<file path="src/rtl/ram_loader_pkg.sv">
// ram_loader_pkg: shared encodings and sizes for the boot loader and the controller it feeds.
package ram_loader_pkg;
    localparam logic [7:0] SYNC_BYTE_DEF = 8'hA5;
    localparam int DEPTH_DEF = 16;
    localparam int ADDR_W = $clog2(DEPTH_DEF);
    typedef enum logic [2:0] {ST_HUNT, ST_LEN, ST_DATA, ST_CSUM, ST_DONE, ST_ERROR} state_e;
    // controller opcodes the loaded program is made of
    localparam logic [3:0] OP_NOP = 4'h0;
    localparam logic [3:0] OP_LDI = 4'h1;
    localparam logic [3:0] OP_ADD = 4'h2;
    localparam logic [3:0] OP_SUB = 4'h3;
    localparam logic [3:0] OP_JMP = 4'h4;
    localparam logic [3:0] OP_JZ  = 4'h5;
    localparam logic [3:0] OP_OUT = 4'h6;
    localparam logic [3:0] OP_HLT = 4'hF;
    function automatic logic in_frame(state_e s);
        return s inside {ST_LEN, ST_DATA, ST_CSUM};
    endfunction
endpackage

</file>
<file path="src/rtl/ram_loader.sv">
// ram_loader: parses SYNC/LEN/DATA/CSUM byte frames into program RAM and holds the CPU
// in reset until a frame with a matching checksum has been loaded.
module ram_loader
    import ram_loader_pkg::*;
#(
    parameter logic [7:0] SYNC_BYTE = SYNC_BYTE_DEF,
    parameter int DEPTH = DEPTH_DEF,
    localparam int AW = $clog2(DEPTH),
    localparam int CW = $clog2(DEPTH + 1)
) (
    input  logic          clk_i,
    input  logic          rstn_i,
    input  logic          byte_valid_i,
    input  logic [7:0]    byte_data_i,
    output logic          byte_ready_o,
    input  logic          clear_i,
    output logic          ram_we_o,
    output logic [AW-1:0] ram_addr_o,
    output logic [7:0]    ram_data_o,
    output logic          cpu_rstn_o,
    output logic          busy_o,
    output logic          load_err_o
);
    localparam logic [8:0] DEPTH_W = 9'(DEPTH);
    state_e state, nxt;
    logic [CW-1:0] count;
    logic [AW-1:0] addr;
    logic [7:0] sum;
    logic acc, len_ok, last;
    assign acc = byte_valid_i & byte_ready_o;
    assign len_ok = byte_data_i != 8'd0 && {1'b0, byte_data_i} <= DEPTH_W;
    assign last = count == CW'(1);
    always_comb begin
        nxt = state;
        case (state)
            ST_HUNT:           nxt = acc && byte_data_i == SYNC_BYTE ? ST_LEN : ST_HUNT;
            ST_LEN:            nxt = !acc ? ST_LEN : len_ok ? ST_DATA : ST_ERROR;
            ST_DATA:           nxt = acc && last ? ST_CSUM : ST_DATA;
            ST_CSUM:           nxt = !acc ? ST_CSUM : byte_data_i == sum ? ST_DONE : ST_ERROR;
            ST_DONE, ST_ERROR: nxt = clear_i ? ST_HUNT : state;
            default:           nxt = ST_HUNT;
        endcase
    end
    // outputs are registered from the next state so they line up with the state register
    always_ff @(posedge clk_i or negedge rstn_i) begin
        if (!rstn_i) begin
            state        <= ST_HUNT;
            byte_ready_o <= 1'b1;
            ram_we_o     <= 1'b0;
            ram_addr_o   <= '0;
            ram_data_o   <= '0;
            cpu_rstn_o   <= 1'b0;
            busy_o       <= 1'b0;
            load_err_o   <= 1'b0;
            count        <= '0;
            addr         <= '0;
            sum          <= '0;
        end else begin
            state        <= nxt;
            byte_ready_o <= nxt inside {ST_HUNT, ST_LEN, ST_DATA, ST_CSUM};
            cpu_rstn_o   <= nxt == ST_DONE;
            busy_o       <= in_frame(nxt);
            load_err_o   <= nxt == ST_ERROR;
            ram_we_o     <= acc && state == ST_DATA;
            if (acc && state == ST_LEN && len_ok) begin
                count <= CW'(byte_data_i);
                addr  <= '0;
                sum   <= '0;
            end
            // the address stops on the last byte so it never wraps past DEPTH-1
            if (acc && state == ST_DATA) begin
                ram_addr_o <= addr;
                ram_data_o <= byte_data_i;
                sum        <= sum + byte_data_i;
                count      <= count - CW'(1);
                if (!last) addr <= addr + AW'(1);
            end
        end
    end
endmodule

</file>
<file path="config.mk">
export PLATFORM = sky130hd
export DESIGN_NAME = ram_loader
export DESIGN_NICKNAME = d
export VERILOG_FILES = /design/src/rtl/ram_loader_pkg.sv /design/src/rtl/ram_loader.sv
export SDC_FILE = /design/constraint.sdc
export NUM_CORES = 1
export LEC_CHECK = 0
export ABC_AREA = 1
export BUFFER_PORTS_ARGS = -buffer_cell sky130_fd_sc_hd__buf_2
export CORE_ASPECT_RATIO = 1.25
export CORE_UTILIZATION = 31
export DETAILED_ROUTE_END_ITERATION = 6
export SETUP_SLACK_MARGIN = 0.2
export SKIP_LAST_GASP = 1
export SLEW_MARGIN = 20
export SYNTH_ARGS = -nofsm -noshare
export SYNTH_HDL_FRONTEND = slang
export SYNTH_SLANG_ARGS = --single-unit
</file>
<file path="constraint.sdc">
create_clock -name clk_i -period 1.4 [get_ports clk_i]
set_input_delay 0.28 -clock clk_i [delete_from_list [all_inputs] [get_ports clk_i]]
set_output_delay 0.28 -clock clk_i [all_outputs]
set_load 0.02 [all_outputs]
</file>
==> flow_summary.json, run 1 <==
{
  "status": "complete, but fails checks",
  "violations": "setup timing",
  "crit_required_ps": 1570,
  "synthFlopType": "dfrtp_1",
  "yosys.area_share.simple_pct": 27.2,
  "crit_type": "flop to flop",
  "timing.final.ws_setup_ps": -110,
  "synth_cell_types": 32,
  "nets": 361,
  "portBuffers": 28,
  "max_freq_mhz": 662,
  "final_cells": 424,
  "cp_data_arrival_time_ps": 1680,
  "pwr-share-clk_pct": 19.0,
  "antenna_found_initial": 0,
  "grt_max_degree": 38,
  "cts-root-buf": "clkbuf_8",
  "intPower_w": 0.00314,
  "area_delta_synth_final_pct": 56.8,
  "synth_seq_cells": 37,
  "synthXorXnorAreaFrac_pct": 1.32,
  "peakVddDrop_mv": 0.684,
  "finalHoldViolCount": 0,
  "period_needed_ps": 1510,
  "rsz0062_at_grt": "yes",
  "yosysSeqAreaShare_pct": 46.5,
  "muxShareOfSynthArea_pct": 0,
  "coreArea_mm2": 0.00621,
  "syn_area_mm2": 0.00199,
  "hold_path_class": "input pin to flop",
  "drt_pass1_iterations": 4,
  "hold_end": "ram_data_o[5]$_DFFE_PN0P_",
  "synth_edf_count": 0,
  "cp_max_fo": 5,
  "ant_nets": 0,
  "start_util_pct": 32.1,
  "synthesis.nets": 273,
  "nFillCells": 604,
  "tightestPinTransition_ps": 319,
  "cts_max_path_buffers": 2,
  "numCtsBuffers": 5,
  "finalCritPeriodShare_pct": 108,
  "finalInstanceArea_mm2": 0.00313,
  "routed-via-count": 1938,
  "timing.rr.end": "sum[4]$_DFFE_PN0P_",
  "multi_input_area_mm2": 0.00120,
  "cts_tree": "yes",
  "critPathLaunchType": "flop",
  "yosysWarningCount": 0,
  "setup_violations": 26,
  "max-slew-margin-rel_pct": 78.6,
  "fin_setup_tns_ps": -1210,
  "final_common_cell": "nand2_1",
  "timing.reg2reg.setup_slack_ps": -110,
  "seq_area_um2": 931,
  "grt-ovfl-total": 0,
  "wl_um": 5240,
  "die_w_um": 73.7,
  "netSwitchingPower_w": 0.00193,
  "skew_ps": 7.29,
  "rows": 32,
  "syn_inst": 250,
  "syn_area_per_cell_um2": 7.98,
  "drive_gt1_share_pct": 48.1,
  "async_flop_share_pct": 100,
  "drt_iter0_markers": 64,
  "dp_hpwl_um": 3770,
  "synthAdderAreaFrac_pct": 7.28,
  "startpoint": "sum[3]$_DFFE_PN0P_",
  "fp.dieH_um": 91.7,
  "grt_pass1_wl_um": 8440,
  "powerDensity_mw_per_mm2": 1620,
  "seqPwrFrac_pct": 33.1,
  "swShare_pct": 38.0,
  "reg2reg_from": "sum[3]$_DFFE_PN0P_",
  "cts.clk_slew.worst_paths_ps": 80,
  "globalplace.congestion": 0.848,
  "critical_path.endpoint_type": "flop",
  "min_path_cells": 3,
  "p_total_w": 0.00507,
  "io_pins": 29,
  "grt_use_total_pct": 16.3,
  "vias_per_cell": 4.57,
  "reg2regPathDepth": 7,
  "die_area_mm2": 0.00676,
  "place_inst": 402,
  "worst_skew_pair.late_latency_ps": 280,
  "p_leak_nw": 1.61,
  "synth_top_family_by_area": "simple AND/OR/NAND/NOR gates",
  "dp_slack_ps": -192,
  "post_drt_wl_per_cell_um": 12.4,
  "cts.sinks": 37,
  "diodes": 0,
  "hp-start": "byte_data_i[5]",
  "synth_compound_area_share_pct": 10.2,
  "slew_viol_final": 0,
  "final_cell_mix": "62 x nand2_1, 47 x buf_4, 33 x dfrtp_1",
  "cts_htree_levels": 2,
  "grt_pass1_vias": 1964,
  "post_dp_cell_area_mm2": 0.00261,
  "drc_errors": 0,
  "pwr-share-comb_pct": 47.9,
  "drv_cap": 0
}
sequential cells by signal, indices dropped and copies added, names as in the netlist:
register,cells
ram_we_o,1
ram_data_o,8
ram_addr_o,4
addr,4
cpu_rstn_o,1
state,3
busy_o,1
byte_ready_o,1
sum,8
load_err_o,1
count,5
Yosys cell counts (2+ instances only):
cell type	n	area, µm²
o211ai_1	2	15.0
inv_1	31	116
dfrtp_1	36	901
nor2_1	24	90.1
nand2_2	3	18.8
xor2_1	3	26.3
o21ai_0	19	95.1
ha_1	10	125
clkbuf_1	2	7.51
a21oi_1	8	40.0
nand4_1	2	12.5
nor3_1	3	15.0
nand2_1	77	289
a31oi_1	2	12.5
nand3_1	11	55.1
final cells by class:
type                            count  area share, %
Tap cell                           85           3.40
Sequential cell                    37           29.8
Clock inverter                      1          0.960
Clock buffer                        7           2.76
Multi-Input combinational cell    176           38.5
Timing Repair Buffer               85           19.9
Inverter                           33           4.68
what timing repair did:
action / in CTS / in global routing
endpoints found under the setup margin: 36 / 38
hold buffers: 1 / 0
pin swaps: 8 / 11
resized for setup: 45 / 47
hold endpoints to repair: 36 / 0
buffers inserted: 9 / 4
worst max-delay path by stage:
stage / endpoint / slack, ps / depth (start not counted)
global route: busy_o$_DFF_PN0_ / -180 / 11
detailed placement: busy_o$_DFF_PN0_ / -190 / 12
global placement: busy_o$_DFF_PN0_ / -150 / 12
finish: sum[4]$_DFFE_PN0P_ / -110 / 7
floorplan: addr[3]$_DFF_PN0_ / -90 / 9
CTS: sum[7]$_DFFE_PN0P_ / -90 / 10
per-layer routing:
metal	wire length [µm]	share of wire [%]	vias to the layer above	GRT usage [%]
li1	-	-	969	-
met1	2230	42	937	18.3
met2	2870	55	26	30.0
met3	92	1.8	6	3.08
met4	47	0.90	0	5.13
met5	0	0	-	0
worst max-delay path, stage by stage (launching register included):
cell and delay, ps:
dfrtp_1 440, ha_4 250, buf_4 150, nand2_1 60
nand2_1 60, a31oi_1 190, xor2_1 190, o21ai_1 70
logic make-up after synthesis:
group,Yosys count
XOR/XNOR,3
AND/OR/NAND/NOR,126
flip-flops,37
buffers and inverters,37
AO/OA/AOI/OAI,36
adder cells (fa/ha/maj),11
per-stage QoR:
stage	hold WS, ps	util [%]
2_1_floorplan	-15.6	-
3_3_place_gp	261	42.1
3_5_place_dp	263	42.1
4_1_cts	288	47.5
5_1_grt	310	50.4
6_report	296	50.4
power by group through the flow:
stage               logic (W)  registers, W  clock network (W)
global route          0.00270       0.00173            0.00104
detailed placement    0.00188       0.00164                  0
finish                0.00243       0.00168           0.000965
floorplan            0.000967       0.00179                  0
global placement      0.00185       0.00163                  0
CTS                   0.00216       0.00165           0.000990
(Power assumes the default switching activity.)
==> run 2: changes to the inputs <==
Settings changed: SETUP_SLACK_MARGIN 0.2 to unset.
==> run 2 against run 1 <==
Sequential share of layout area grew 0.71 points; the flow still finishes with violations (setup timing); via count is 0.67% lower; sequential power barely moved; combinational power is 2% lower; total power down 5.4%; hold slack got worse by 17 ps; worst setup slack improved by 22 ps; die area unchanged; global-route usage rose by 0.78 points; non-clock buffer count decreased by 6; first-iteration DRC count rose by 4.7%.
==> flow_summary.json, run 2 (synthesis gave the netlist of run 1 again) <==
{
  "tightestPinTransition_ps": 415,
  "pwr-share-comb_pct": 49.7,
  "post_dp_cell_area_mm2": 0.00257,
  "seqPwrFrac_pct": 35.3,
  "violations": "setup timing",
  "vias_per_cell": 4.61,
  "p_total_w": 0.00479,
  "nFillCells": 574,
  "multi_input_area_mm2": 0.00120,
  "max_freq_mhz": 672,
  "cts.clk_slew.worst_paths_ps": 70,
  "crit_type": "flop to flop",
  "hold_path_class": "input pin to flop",
  "finalHoldViolCount": 0,
  "rows": 32,
  "hold_end": "ram_data_o[5]$_DFFE_PN0P_",
  "final_common_cell": "nand2_1",
  "area_delta_synth_final_pct": 52.7,
  "grt_pass1_vias": 1897,
  "timing.rr.end": "sum[4]$_DFFE_PN0P_",
  "cp_max_fo": 3,
  "die_area_mm2": 0.00676,
  "rsz0062_at_grt": "yes",
  "drt_pass1_iterations": 4,
  "cp_data_arrival_time_ps": 1660,
  "worst_path_max_delay_cell": "dfrtp_1",
  "slew_viol_final": 0,
  "routed-via-count": 1925,
  "period_needed_ps": 1490,
  "fp.dieH_um": 91.7,
  "grt-ovfl-total": 0,
  "finalInstanceArea_mm2": 0.00305,
  "intPower_w": 0.00288,
  "diodes": 0,
  "cts-root-buf": "clkbuf_8",
  "timing.final.ws_setup_ps": -87.9,
  "cp_top_family": "flip-flops",
  "numCtsBuffers": 5,
  "cts_tree": "yes",
  "hp-start": "byte_data_i[5]",
  "startpoint": "sum[1]$_DFFE_PN0P_",
  "antenna_found_initial": 0,
  "reg.largest.list": "ram_data_o (8), sum (8), count (5)",
  "nets": 355,
  "cp_cell_sequence": "buf_4 > fa_2 > a31oi_4 > xor2_1 > o21ai_1",
  "netSwitchingPower_w": 0.00192,
  "slowest_delay_ps": 420,
  "cts_htree_levels": 2,
  "ant_nets": 0,
  "critical_path.endpoint_type": "flop",
  "io_pins": 29,
  "setup_violations": 21,
  "timing.reg2reg.setup_slack_ps": -90,
  "reg2regPathDepth": 5,
  "crit_buf_inv": 1,
  "drt_iter0_markers": 67,
  "seq_area_um2": 928,
  "cts_max_path_buffers": 2,
  "globalplace.congestion": 0.831,
  "holdWs_ps": 279,
  "drive_gt1_share_pct": 46.2,
  "critPathLaunchType": "flop",
  "drv_cap": 0,
  "final_cells": 418,
  "drc_errors": 0,
  "swShare_pct": 40.0,
  "skew_ps": 5.68,
  "worst_skew_pair.late_latency_ps": 290,
  "start_util_pct": 32.1,
  "post_drt_wl_per_cell_um": 12.7,
  "p_leak_nw": 1.57,
  "peakVddDrop_mv": 0.579,
  "finalCritPeriodShare_pct": 106,
  "powerDensity_mw_per_mm2": 1570,
  "final_cell_mix": "50 x nand2_1, 38 x buf_4, 35 x dfrtp_1",
  "grt_use_total_pct": 17.1,
  "crit_required_ps": 1570,
  "cts.sinks": 37,
  "max-slew-margin-rel_pct": 72.4,
  "die_w_um": 73.7,
  "status": "complete, but fails checks",
  "grt_pass1_wl_um": 8690,
  "coreArea_mm2": 0.00621,
  "grt_max_degree": 19,
  "pwr-share-clk_pct": 15.0,
  "min_path_cells": 3,
  "wl_um": 5310,
  "dp_hpwl_um": 3900,
  "place_inst": 398,
  "reg2reg_from": "sum[1]$_DFFE_PN0P_",
  "portBuffers": 28
}
-- run 2: cell count changes in the layout (fill, tap and decap cells not counted), sizes merged --
| cell | delta |
|---|---|
| clkbuf | +1 |
| buf | -7 |
| clkinv | +1 |
| bufinv | -1 |
-- run 2: final cells by class --
type / instances / share of cell area [%]
clock buffers: 7 / 2.51
clock inverters: 1 / 0.164
multi-input cells: 176 / 39.3
repair buffers: 79 / 19.7
inverters: 33 / 4.31
well taps: 85 / 3.49
flip-flops and latches: 37 / 30.5
-- run 2: power groups by stage --
stage	combinational, W	clock [W]	sequential (W)
6_report	0.00238	0.000720	0.00169
5_1_grt	0.00263	0.000783	0.00173
4_1_cts	0.00214	0.000747	0.00166
3_5_place_dp	0.00181	0	0.00166
3_3_place_gp	0.00178	0	0.00164
2_1_floorplan	0.000960	0	0.00179
-- run 2: worst max-delay path by stage --
stage                         end  slack, ps  cells past startpoint
3_3_place_gp     busy_o$_DFF_PN0_       -160                     12
2_1_floorplan   addr[3]$_DFF_PN0_        -90                      9
3_5_place_dp     busy_o$_DFF_PN0_       -180                     12
4_1_cts        sum[4]$_DFFE_PN0P_        -90                      5
6_report       sum[4]$_DFFE_PN0P_        -90                      5
5_1_grt          busy_o$_DFF_PN0_       -200                     11
-- run 2: tightest hold or removal path: stages --
cell     delay, ps
buf_2          140
nand2_1         70
nand2_1         40
-- run 2: metrics by stage --
| stage | utilization, % | TNS, ps | worst slack, ps |
|---|---|---|---|
| after floorplan | - | -674 | -92.8 |
| after global placement | 41.4 | -1840 | -159 |
| after detailed placement | 41.4 | -2210 | -182 |
| after CTS | 46.2 | -942 | -88.8 |
| after global routing | 49.1 | -3650 | -196 |
| final | 49.1 | -734 | -87.9 |
-- run 2: timing repair --
action,CTS,global route
setup endpoints to repair,26,33
buffers inserted,7,4
resized for setup,39,53
gates cloned,0,1
hold endpoints to repair,12,0
pin swaps,18,25
hold buffers,1,0
-- run 2: per-layer routing --
metal / wire length [µm] / GRT usage [%]
met1: 2160 / 19.1
met3: 131 / 3.08
met5: 0 / 0
met4: 73 / 4.97
met2: 2940 / 31.8
